===== src/rtl/ps2_rx_fifo.sv =====
// ps2_rx_fifo: PS/2 device-to-host receiver with a receive FIFO.
//   Synchronises the PS/2 pins and receives 11-bit frames on ps2_clock
//   falling edges. Each frame is start, 8 data bits LSB-first, odd parity
//   and stop. Good bytes go into a first-word-fall-through FIFO. Errors
//   are held in sticky flags.
// Ports:
//   i_clk, i_res                  system clock, synchronous active-high reset
//   i_clk0                        sampling strobe gating all PS/2 logic
//   i_tim_clk                     timeout tick (1-clk pulse)
//   i_ps2_clock, i_ps2_data       asynchronous PS/2 pins
//   i_rd                          pop FIFO head (ignored when empty)
//   o_rd_data, o_rx_valid         FIFO head byte / FIFO not empty
//   o_rx_full, o_rx_level         FIFO full / occupancy 0..DEPTH
//   o_err, i_err_clr              sticky {overflow,timeout,frame,parity} / clear
module ps2_rx_fifo #(
  parameter int DEPTH = 8,
  parameter int TOUT  = 128,
  parameter int SYNC  = 2
) (
  input  logic                       i_clk,
  input  logic                       i_res,
  input  logic                       i_clk0,
  input  logic                       i_tim_clk,
  input  logic                       i_ps2_clock,
  input  logic                       i_ps2_data,
  input  logic                       i_rd,
  output logic [7:0]                 o_rd_data,
  output logic                       o_rx_valid,
  output logic                       o_rx_full,
  output logic [$clog2(DEPTH):0]     o_rx_level,
  output logic [3:0]                 o_err,
  input  logic                       i_err_clr
);
  localparam int AW = $clog2(DEPTH);
  localparam int LW = AW + 1;
  localparam int TW = $clog2(TOUT + 1);

  typedef enum logic [1:0] {S_IDLE, S_DATA, S_PARITY, S_STOP} state_t;

  // ---------------- synchroniser + edge detect ----------------
  logic [SYNC-1:0] r_sc, r_sd;
  logic            r_sc_prev;
  logic            w_c, w_d, w_fall, w_edge;

  always_ff @(posedge i_clk) begin
    if (i_res) begin
      r_sc      <= '1;
      r_sd      <= '1;
      r_sc_prev <= 1'b1;
    end else begin
      r_sc <= {r_sc[SYNC-2:0], i_ps2_clock};
      r_sd <= {r_sd[SYNC-2:0], i_ps2_data};
      // The previous-clock sample only advances on strobe cycles.
      // That way an edge is seen exactly once even if it settles between strobes.
      if (i_clk0) r_sc_prev <= r_sc[SYNC-1];
    end
  end

  assign w_c    = r_sc[SYNC-1];
  assign w_d    = r_sd[SYNC-1];
  assign w_fall = i_clk0 & r_sc_prev & ~w_c;
  assign w_edge = i_clk0 & (r_sc_prev ^ w_c);

  // ---------------- frame FSM ----------------
  state_t       r_state, w_state_n;
  logic [2:0]   r_bitcnt, w_bitcnt_n;
  logic [7:0]   r_shift, w_shift_n;
  logic         r_par, w_par_n;
  logic [TW-1:0] r_tcnt;
  logic         w_tout, w_push, w_ferr, w_perr;

  // The tick that would make the counter reach TOUT aborts the frame.
  assign w_tout = (r_state != S_IDLE) && i_tim_clk && !w_edge &&
                  (r_tcnt == TW'(TOUT - 1));

  always_comb begin
    w_state_n  = r_state;
    w_bitcnt_n = r_bitcnt;
    w_shift_n  = r_shift;
    w_par_n    = r_par;
    w_push     = 1'b0;
    w_ferr     = 1'b0;
    w_perr     = 1'b0;
    if (w_tout) begin
      w_state_n = S_IDLE;
    end else if (w_fall) begin
      unique case (r_state)
        S_IDLE: begin
          if (!w_d) begin
            w_state_n  = S_DATA;
            w_bitcnt_n = 3'd0;
          end else begin
            w_ferr = 1'b1;
          end
        end
        S_DATA: begin
          w_shift_n  = {w_d, r_shift[7:1]};
          w_bitcnt_n = r_bitcnt + 3'd1;
          if (r_bitcnt == 3'd7) w_state_n = S_PARITY;
        end
        S_PARITY: begin
          w_par_n   = w_d;
          w_state_n = S_STOP;
        end
        S_STOP: begin
          if (!w_d)                  w_ferr = 1'b1;
          if (!(^{r_shift, r_par}))  w_perr = 1'b1;
          if (w_d && (^{r_shift, r_par})) w_push = 1'b1;
          w_state_n = S_IDLE;
        end
        default: w_state_n = S_IDLE;
      endcase
    end
  end

  always_ff @(posedge i_clk) begin
    if (i_res) begin
      r_state  <= S_IDLE;
      r_bitcnt <= '0;
      r_shift  <= '0;
      r_par    <= 1'b0;
      r_tcnt   <= '0;
    end else begin
      r_state  <= w_state_n;
      r_bitcnt <= w_bitcnt_n;
      r_shift  <= w_shift_n;
      r_par    <= w_par_n;
      if (r_state == S_IDLE || w_edge || w_tout) r_tcnt <= '0;
      else if (i_tim_clk)                          r_tcnt <= r_tcnt + TW'(1);
    end
  end

  // ---------------- FWFT FIFO ----------------
  logic [7:0]    r_mem [DEPTH];
  logic [AW-1:0] r_wp, r_rp;
  logic [LW-1:0] r_level;
  logic          w_pop, w_full, w_wr, w_ovf;

  assign w_pop  = i_rd && (r_level != '0);
  assign w_full = (r_level == LW'(DEPTH));
  // When full, a simultaneous pop frees the head slot, and wp == rp.
  assign w_wr   = w_push && (!w_full || w_pop);
  assign w_ovf  = w_push && w_full && !w_pop;

  always_ff @(posedge i_clk) begin
    if (w_wr) r_mem[r_wp] <= r_shift;
  end

  always_ff @(posedge i_clk) begin
    if (i_res) begin
      r_wp    <= '0;
      r_rp    <= '0;
      r_level <= '0;
    end else begin
      if (w_wr)  r_wp <= r_wp + AW'(1);
      if (w_pop) r_rp <= r_rp + AW'(1);
      unique case ({w_wr, w_pop})
        2'b10:   r_level <= r_level + LW'(1);
        2'b01:   r_level <= r_level - LW'(1);
        default: r_level <= r_level;
      endcase
    end
  end

  // ---------------- sticky errors ----------------
  logic [3:0] r_err;

  always_ff @(posedge i_clk) begin
    if (i_res) r_err <= '0;
    else       r_err <= (i_err_clr ? 4'b0000 : r_err) | {w_ovf, w_tout, w_ferr, w_perr};
  end

  assign o_rx_valid = (r_level != '0);
  assign o_rx_full  = w_full;
  assign o_rx_level = r_level;
  assign o_rd_data  = o_rx_valid ? r_mem[r_rp] : 8'h00;
  assign o_err      = r_err;
endmodule


===== config.mk =====
export PLATFORM = sky130hd
export DESIGN_NAME = ps2_rx_fifo
export DESIGN_NICKNAME = d
export VERILOG_FILES = /design/src/rtl/ps2_rx_fifo.sv
export SDC_FILE = /design/constraint.sdc
export NUM_CORES = 1
export LEC_CHECK = 0
export CAP_MARGIN = 25
export CORE_UTILIZATION = 45
export CTS_CLUSTER_DIAMETER = 50
export DETAILED_ROUTE_END_ITERATION = 8
export DONT_BUFFER_PORTS = 1
export GPL_TIMING_DRIVEN = 0
export SLEW_MARGIN = 20
export SYNTH_ARGS = -nofsm -noshare
export SYNTH_HDL_FRONTEND = slang
export SYNTH_SLANG_ARGS = --single-unit

===== constraint.sdc =====
create_clock -name i_clk -period 2.7 [get_ports i_clk]
set_input_delay 0.27 -clock i_clk [delete_from_list [all_inputs] [get_ports i_clk]]
set_output_delay 0.27 -clock i_clk [all_outputs]
set_load 0.02 [all_outputs]

==> flow_metrics.env <==
export IMPL_cp_arrival_ns=2.75
export IMPL_fin_crit_ns=2.74
export IMPL_grt_pass1_wl_um=12800
export IMPL_cp_max_fo=8
export IMPL_via_per_inst=5.19
export IMPL_report_final_slew_viol_count=0
export IMPL_status="finished with violations"
export IMPL_max_freq_mhz=364
export IMPL_cts_buffers=9
export IMPL_synthTopCellsByArea="edfxtp_1 (43%), dfxtp_1 (20%), mux4_2 (8.0%), nor2_1 (3.2%), ha_1 (3.1%)"
export IMPL_synthFlopType="edfxtp_1"
export IMPL_drc=0
export IMPL_path_cells="xnor3_1 > nand4b_1 > buf_4 > mux2i_4 > nand3_1 > nor2_2"
export IMPL_fillers=870
export IMPL_cellLeakagePower_nw=1.72
export IMPL_syn_nets=354
export IMPL_row_count=36
export IMPL_yosysSeqAreaShare_pct=62.1
export IMPL_cts_clk_slew_worst_paths_ns=0.10
export IMPL_rsz0062_at_grt="yes"
export IMPL_pin_count=26
export IMPL_nNetsFinal=383
export IMPL_grt_overflow_total=0
export IMPL_drtIter0Drc=105
export IMPL_avgSynthCellArea_um2=13.5
export IMPL_h_tree_depth=3
export IMPL_vias=2600
export IMPL_clockBufferDepth=2
export IMPL_end_kind="flop"
export IMPL_synthCells=334
export IMPL_drive_above_1_share_pct=25.3
export IMPL_grt_pass1_vias=2555
export IMPL_worstHoldPathType="input port to flop"
export IMPL_port_buffers=0
export IMPL_tns_ns=-0.325
export IMPL_yosysTopAreaCellShare_pct=42.6
export IMPL_synth_edf_count=64
export IMPL_synth_area_um2=4510
export IMPL_period_share_pct=102
export IMPL_grt_max_degree=22
export IMPL_yosysUniqueCellTypes=40
export IMPL_fp_dieArea_um2=10400
export IMPL_grt_antenna_before_repair=0
export IMPL_worst_slew_pin_slew_ns=0.652
export IMPL_finClkSkew_ns=0.0197
export IMPL_r2r_start="r_shift[1]"
export IMPL_ant_nets=0
export IMPL_setup_violations=9
export IMPL_yosysWarnings=0
export IMPL_crit_type="flop to flop"
export IMPL_cp_startpoint="r_shift[1]"
export IMPL_violations="setup timing"
export IMPL_worst_slack_ns=-0.0449
export IMPL_core_um2=9730
export IMPL_slowest_stage="nor2_2"
export IMPL_synth_top_area_cell="edfxtp_1"
export IMPL_hpwl_um=5370
export IMPL_first_pass_iters=4
export IMPL_worstSkewPairLatency_ns=0.37
export IMPL_globalplace_congestion=0.711
export IMPL_ys_seq_elements=108
export IMPL_powerDensity_nw_per_um2=579
export IMPL_synthArstFlopShare_pct=0
export IMPL_drt_wirelength_per_cell_um=16.3
export IMPL_cap_viol_max_count=0
export IMPL_routed_wl_um=8170
export IMPL_die_h_um=102
export IMPL_die_x_um=102
export IMPL_slew_headroom_pct=56.5
export IMPL_required_ns=2.71
export IMPL_total_power_w=0.00300
export IMPL_ir_drop_v=0.000387
export IMPL_critPathMaxStageDelay_ns=0.57
export IMPL_start_util_pct=46.4
export IMPL_clock_sinks=108
export IMPL_hp_start="i_clk0"
export IMPL_cts_tree="built"
export IMPL_clock_root_buffer="clkbuf_8"
export IMPL_syn2layout_area_growth_pct=15.0
export IMPL_globalRouteTotalUtil_pct=16.8
export IMPL_antenna_cells=0
export IMPL_timing_hold_violations_final=0
export IMPL_crit_path_start_kind="flop"
-- where the power goes --
group	switching, W	internal, W	leakage, nW
clock	0.000581	0.000364	0.0970
sequential	0.0000376	0.00173	0.950
combinational	0.000141	0.000143	0.674
total	0.000760	0.00224	1.72
-- layer usage --
metal	vias to the layer above	track usage [%]	wire length [um]
met2	47	29.6	4190
met5	-	0	0
met1	1279	19.9	3490
met3	4	5.61	421
li1	1270	-	-
met4	0	3.63	61
-- what timing repair did --
action / CTS / global route
endpoints found under the hold margin: 2 / 0
hold buffers: 2 / 0
resized for setup: 11 / 17
pin swaps: 1 / 11
setup endpoints to repair: 70 / 70
setup buffers: 2 / 15
-- path summary, 6_finish.rpt --
| kind | endpoint | slack (ns) | cells after the start |
|---|---|---|---|
| setup / recovery | r_mem[6][4] | -0.04 | 6 |
| hold / removal | r_sc_prev | 0.02 | 1 |
| setup reg to reg | r_mem[6][4] | -0.04 | 6 |
| hold reg to reg | r_sc[1] | 0.42 | 1 |
-- stage by stage --
step	area (um^2)	utilization [%]	std cells	hold WS [ns]	worst slack (ns)
after floorplan	4530	-	334	0.374	0.0156
after global placement	4690	48.2	467	0.375	-0.852
after detailed placement	4730	48.6	468	0.376	-0.432
after CTS	4990	51.2	487	0.00630	-0.179
after global routing	5190	53.3	501	0.00779	-0.195
final	5190	53.3	501	0.0177	-0.0449
-- layout by cell type, fill, tap and decap left out, drive strengths merged, types with 2 or more instances in the layout --
master / n
a32oi: 3
dlygate4sd3: 2
dfxtp: 44
nor4: 2
mux4: 16
and3b: 3
mux2i: 13
nor2: 38
a21oi: 16
nand2b: 3
clkinv: 2
ha: 11
mux2: 7
buf: 20
or2: 4
nand4: 4
xnor2: 7
inv: 12
nand3: 5
o21ai: 4
nor2b: 5
a22oi: 3
edfxtp: 64
xnor3: 2
nand2: 31
and2: 4
nor3: 6
xor2: 8
clkbuf: 19
-- logic make-up (layout without fill, tap and decap cells) --
group                    after synthesis  after routing  share of synthesized area (%)
multiplexers                          36             36                           12.9
AND/OR/NAND/NOR                      109            109                           11.6
flip-flops                           108            108                           62.1
AO/OA/AOI/OAI                         30             30                           4.05
buffers and inverters                 22             56                           1.89
XOR/XNOR                              17             17                           3.94
adder cells (fa/ha/maj)               12             12                           3.49
-- Yosys cell counts, types with 2 or more instances --
master	n
nand2b_1	3
buf_2	2
dfxtp_1	44
xor2_1	8
nor2_1	38
mux2i_1	12
a21oi_1	16
a22oi_1	3
nand2_1	31
nand3_1	5
edfxtp_1	64
and2_1	4
nor2b_1	5
and3b_1	3
or2_2	4
nand4_1	4
xnor2_1	7
ha_1	11
mux2_2	7
mux4_2	16
inv_1	8
nor3_1	6
o21ai_0	4
clkbuf_1	11
a32oi_1	3
-- sequential cells by signal, indices dropped and copies added (netlist names), named ones only --
| register | count |
|---|---|
| r_mem | 64 |
| r_shift | 8 |
| r_tcnt | 8 |
| o_err | 4 |
| o_rx_level | 4 |
| r_bitcnt | 3 |
| r_rp | 3 |
| r_wp | 3 |
| r_sc | 2 |
| r_sd | 2 |
| r_state | 2 |
| r_par | 1 |
| r_sc_prev | 1 |
-- final cells by class --
type                            instances  area, um^2  share of cell area [%]
Inverter                                8        30.0                   0.579
Clock inverter                          7        72.6                    1.40
Clock buffer                            9         124                    2.39
Timing Repair Buffer                   20         180                    3.47
Multi-Input combinational cell        204        1730                    33.3
Tap cell                              133         166                    3.21
Buffer                                 12        51.3                   0.989
Sequential cell                       108        2840                    54.7
-- worst max-delay path: cells and delay by family (launching register included) --
family / cells / cell delay, ns
AND/OR/NAND/NOR: 3 / 1.12
buffers and inverters: 1 / 0.17
multiplexers: 1 / 0.27
flip-flops: 1 / 0.38
XOR/XNOR: 1 / 0.44
Power figures use the tool's default switching activity.
